`src/rtl/bcd_pkg.sv`:
```
// Shared BCD types, constants and digit validation for the multi-digit counter.
package bcd_pkg;

   typedef logic [3:0] bcd_digit_t;

   localparam bcd_digit_t BCD_MAX = 4'd9;

   function automatic logic is_bcd(input bcd_digit_t digit);
      return (digit <= BCD_MAX);
   endfunction

endpackage

```
`src/rtl/bcd_digit_step.sv`:
```
// Combinational single-digit BCD cell: steps one digit up or down when cin is set
// and reports the carry/borrow into the next digit.
module bcd_digit_step
   import bcd_pkg::*;
(
   input  logic [3:0] d,
   input  logic       up,
   input  logic       cin,
   output logic [3:0] d_next,
   output logic       cout
);

   // Next digit value and carry/borrow out for one enabled step.
   always_comb begin
      d_next = d;
      cout   = 1'b0;
      if (!cin) begin
         d_next = d;
         cout   = 1'b0;
      end else if (up) begin
         // Out-of-range digits also roll to 0 so a bad limit cannot stall the chain.
         if (d >= BCD_MAX) begin
            d_next = 4'd0;
            cout   = 1'b1;
         end else begin
            d_next = d + 4'd1;
            cout   = 1'b0;
         end
      end else begin
         if (d == 4'd0) begin
            d_next = BCD_MAX;
            cout   = 1'b1;
         end else begin
            d_next = d - 4'd1;
            cout   = 1'b0;
         end
      end
   end

endmodule

```
`src/rtl/bcd_counter_multi.sv`:
```
// Multi-digit BCD up/down counter with programmable terminal value, validated
// parallel load and wrap/saturate boundary behaviour.
module bcd_counter_multi
   import bcd_pkg::*;
#(
   parameter int NUM_DIGITS = 4,
   parameter bit SATURATE   = 1'b0
) (
   input  logic                    clk,
   input  logic                    rstn,
   input  logic                    clr,
   input  logic                    load,
   input  logic [4*NUM_DIGITS-1:0] load_val,
   input  logic                    en,
   input  logic                    up,
   input  logic [4*NUM_DIGITS-1:0] limit,
   output logic [4*NUM_DIGITS-1:0] q,
   output logic                    tc,
   output logic                    load_err,
   output logic                    lim_err
);

   localparam int W = 4 * NUM_DIGITS;

   logic [W-1:0]          cnt_q, cnt_d;
   logic                  tc_q, tc_d;
   logic                  lerr_q, lerr_d;
   logic [W-1:0]          step_s;
   logic [NUM_DIGITS:0]   carry_s;
   logic [NUM_DIGITS-1:0] ld_ok_s;
   logic [NUM_DIGITS-1:0] lim_ok_s;
   logic                  chain_out_s;

   assign carry_s[0] = 1'b1;

   for (genvar g = 0; g < NUM_DIGITS; g++) begin : g_digit
      bcd_digit_step u_step (
         .d      (cnt_q[4*g +: 4]),
         .up     (up),
         .cin    (carry_s[g]),
         .d_next (step_s[4*g +: 4]),
         .cout   (carry_s[g+1])
      );
      assign ld_ok_s[g]  = is_bcd(load_val[4*g +: 4]);
      assign lim_ok_s[g] = is_bcd(limit[4*g +: 4]);
   end

   // When counting down, a borrow out of the top digit means every digit was 0.
   assign chain_out_s = carry_s[NUM_DIGITS];

   // Priority select of the next count: clr, then load, then enabled step.
   always_comb begin
      cnt_d  = cnt_q;
      tc_d   = 1'b0;
      lerr_d = 1'b0;
      if (clr) begin
         cnt_d = {W{1'b0}};
      end else if (load) begin
         if (&ld_ok_s) begin
            cnt_d = load_val;
         end else begin
            lerr_d = 1'b1;
         end
      end else if (en) begin
         if (up) begin
            if (cnt_q >= limit) begin
               tc_d  = 1'b1;
               cnt_d = SATURATE ? cnt_q : {W{1'b0}};
            end else begin
               cnt_d = step_s;
            end
         end else begin
            if (chain_out_s) begin
               tc_d  = 1'b1;
               cnt_d = SATURATE ? {W{1'b0}} : limit;
            end else begin
               cnt_d = step_s;
            end
         end
      end else begin
         cnt_d = cnt_q;
      end
   end

   // State and pulse registers with synchronous active-low reset.
   always_ff @(posedge clk) begin
      if (!rstn) begin
         cnt_q  <= {W{1'b0}};
         tc_q   <= 1'b0;
         lerr_q <= 1'b0;
      end else begin
         cnt_q  <= cnt_d;
         tc_q   <= tc_d;
         lerr_q <= lerr_d;
      end
   end

   assign q        = cnt_q;
   assign tc       = tc_q;
   assign load_err = lerr_q;
   assign lim_err  = ~(&lim_ok_s);

endmodule

```
`config.mk`:
```
export PLATFORM = sky130hd
export DESIGN_NAME = bcd_counter_multi
export DESIGN_NICKNAME = d
export VERILOG_FILES = /design/src/rtl/bcd_pkg.sv /design/src/rtl/bcd_digit_step.sv /design/src/rtl/bcd_counter_multi.sv
export SDC_FILE = /design/constraint.sdc
export NUM_CORES = 1
export LEC_CHECK = 0
export CORE_AREA = 2 2 75 77
export CTS_BUF_LIST = sky130_fd_sc_hd__clkbuf_2
export DETAILED_ROUTE_END_ITERATION = 6
export DIE_AREA = 0 0 77 79
export GPL_TIMING_DRIVEN = 0
export PLACE_DENSITY = 0.75
export SYNTH_ARGS = -nofsm -noshare
export SYNTH_HDL_FRONTEND = slang
export SYNTH_SLANG_ARGS = --single-unit
```
`constraint.sdc`:
```
create_clock -name clk -period 2.1 [get_ports clk]
set_input_delay 0.42 -clock clk [delete_from_list [all_inputs] [get_ports clk]]
set_output_delay 0.42 -clock clk [all_outputs]
set_load 0.01 [all_outputs]
```
==> metrics.cfg <==
[clock_tree]
cts_buffers = 3
htreeDepth = 1
insertion_delay_ns = 0.34
cts_hold_buf = 0
path_clk_slew_ns = 0.22
cts-root-buf = clkbuf_2
cts_tree = done
clockBufferDepth = 2
cts.sinks = 18

[pwr]
pwr-share-comb_pct = 57.3
p_sw_mw = 0.531
p_int_mw = 0.751
p_sw_share_pct = 41.4
p_leak_nw = 1.58
ir_drop_uv = 250
powerDensity_nw_per_um2 = 322
total_power_mw = 1.28
seqPwrFrac_pct = 29.4
clockPowerShare_pct = 13.3

[logic_synthesis]
synth-edff-count = 0
yosysMostFrequentCell = o21ai_0
synth_seq_cells = 18
synthAdderAreaFrac_pct = 15.2
syn_inst = 331
synthesis.area_um2 = 2390
yosysTopAreaCell = ha_1
synth_top_family_by_area = compound AO/OA/AOI/OAI gates
synth_top_area_share_pct = 15.2
synth_fp_nets = 398
synth_warnings = 0
synth_area_leaders = ha_1 15%, dfxtp_1 15%, o21ai_0 9.6%, a21oi_1 6.1%, inv_1 5.0%
ys.flop_type = dfxtp_1
async_flop_share_pct = 0
synth_common_cells = 46 x o21ai_0, 32 x inv_1, 29 x a21oi_1, 29 x ha_1, 21 x nand2_1
synth_compound_area_share_pct = 36.8
netlist-cell-type-count = 63
synth-simple-area-share_pct = 22.0
postSynthAreaPerCell_um2 = 7.22
muxShareOfSynthArea_pct = 2.72
yosysSeqAreaShare_pct = 15.1
synth_xor_area_share_pct = 0

[die]
start_util_pct = 44.7
fp.dieW_um = 77
io_pins = 57
die_y_um = 79
core_area_um2 = 5340
rows = 27
die_area_um2 = 6080

[setup_path]
critPathSlowestCell = or3_4
cp_max_fo = 8
required_ns = 2.33
r2r_start = q[8]
path_buf_inv = 4
critPathTopFamily = simple AND/OR/NAND/NOR gates
critical-path-max-stage-delay_ns = 0.46
path_cells = buf_8, inv_2, ha_4, buf_8, nor4b_4, buf_4, a31oi_4, or3_4, o31ai_2, o311a_1, nor4_2
critPathMostFrequentCell = buf_8
r2r_cells = 11
regToRegEndpoint = q[0]
r2r_slack_ns = -0.24
crit_path_start_kind = flop
path_class = reg2reg
critPathCaptureType = flop
arrival_ns = 2.57

[timing]
hold_ws_ns = 0.577
min_period_ns = 2.34
tns_ns = -1.49
min_period_over_period_pct = 111
fin_skew_ns = 0.0258
setup_viol = 15
tightest_slew_ns = 0.562
setup_ws_ns = -0.237
hold_viol_final = 0
drv_slew = 0
max_freq_mhz = 428
rsz0062_at_grt = yes
slew_headroom_pct = 62.4

[drt]
routed_via_density = 6.55
drt_wl_total_um = 10100
drc = 0
antenna_left = 0
drt_first_pass_iters = 6
dr_total_vias = 3249
drt_iter0_drc = 430
avgRoutedWirePerCell_um = 20.4

[finish]
fill_cells = 394
regArea_um2 = 399
n_antenna_cell = 0
final_nets = 492
drive_above_1_share_pct = 34.9
multi_input_area_um2 = 2350
final_area_um2 = 3970
area_growth_pct = 66.4

[grt]
grt_max_degree = 12
grt_pass1_wl_um = 14500
grt_pass1_vias = 2996
grt_overflow = 0
antenna_found_initial = 0
grt_use_total_pct = 29.7

[status]
violations = negative setup slack
status = finished with violations

[hold_path]
hold_path_startpoint = limit[6]
hold_depth = 4
hold_end = q[6]
worstHoldPathType = in2reg

[job]
drv_cap = 0

[place]
place_area_um2 = 3120
gp_congestion = 0.940
port_buffers = 56
dp_hpwl_um = 5940

routing by layer:
layer	up-vias	GRT usage (%)	wire (um)
met5	-	0	0
met4	0	11.1	455
met3	61	2.84	948
met2	260	52.7	4890
met1	1496	37.4	3830
li1	1432	-	-
final cells by class:
class	count	share of cell area, %
Buffer	19	3.56
Inverter	32	3.27
Clock buffer	3	0.378
Clock inverter	1	0.0945
Sequential cell	18	10.0
Timing Repair Buffer	89	21.3
Multi-Input combinational cell	262	59.1
Tap cell	72	2.27
tightest hold or removal path, cell delays in order:
cell           delay (ns)
dlygate4sd2_1        0.26
nand2_1              0.06
a31o_1               0.12
a21oi_1              0.06
what timing repair did:
item	CTS	global route
pin swaps	29	28
gates cloned	0	2
setup buffers	19	13
resized for setup	105	56
setup endpoints to repair	18	18
layout by cell type (no fill, tap or decap), drive strengths merged, types with 2 or more instances in the layout:
cell           instances
ha                    29
nand2b                 4
nand3b                 2
or3                    2
o211a                  4
nor3                   7
a22o                   2
nor4b                  5
nor2b                  3
nor4                   2
nand4                  2
buf                   39
nand2                 21
o21bai                 5
a31oi                  8
mux2i                  2
o2bb2ai                2
nor4bb                 2
clkbuf                16
clkdlybuf4s15          2
and2                   3
nand3                  6
clkdlybuf4s50         39
or3b                   5
and3                   3
a211oi                 5
a211o                  3
o221ai                 2
inv                   32
a21boi                 2
o311a                  2
mux4                   2
a21oi                 29
dlygate4sd2           15
o21ai                 50
a31o                   4
o22ai                  4
nor2                  19
dfxtp                 18
o31ai                  3
sequential cells by signal, indices dropped and copies added (netlist names):
| name | cells |
|---|---|
| q | 16 |
| load_err | 1 |
| tc | 1 |
cell families (layout without fill, tap and decap cells):
family	after synthesis	count (layout)
mux	4	4
fa+ha+maj	29	29
simple gates	92	92
flops	18	18
buf+inv	51	144
compound gates	137	137
power by group through the flow:
stage          clock network [mW]  registers, mW  logic [mW]
5_1_grt                     0.184          0.379       0.777
4_1_cts                     0.170          0.379       0.608
3_5_place_dp                    0          0.391       0.489
3_3_place_gp                    0          0.390       0.481
2_1_floorplan                   0          0.389       0.292
6_report                    0.171          0.376       0.734
stage by stage:
stage / util (%) / instances / setup WS [ns]
after global routing: 74.4 / 496 / -0.284
final: 74.4 / 496 / -0.237
after CTS: 68.5 / 482 / -0.194
after detailed placement: 58.4 / 459 / -0.978
after floorplan: - / 331 / -0.120
after global placement: 58.4 / 459 / -0.948
worst max-delay path by stage:
stage                            start     to  slack, ns  cells past startpoint
after floorplan                   q[0]   q[0]      -0.12                      9
after global routing      load_val[14]  q[13]      -0.28                      9
after CTS                         q[0]   q[0]      -0.19                      9
final                             q[8]   q[0]      -0.24                     11
after detailed placement     limit[13]   q[9]      -0.98                     10
after global placement       limit[13]   q[9]      -0.95                     10
Note: power is estimated with default switching activity, not from simulation.
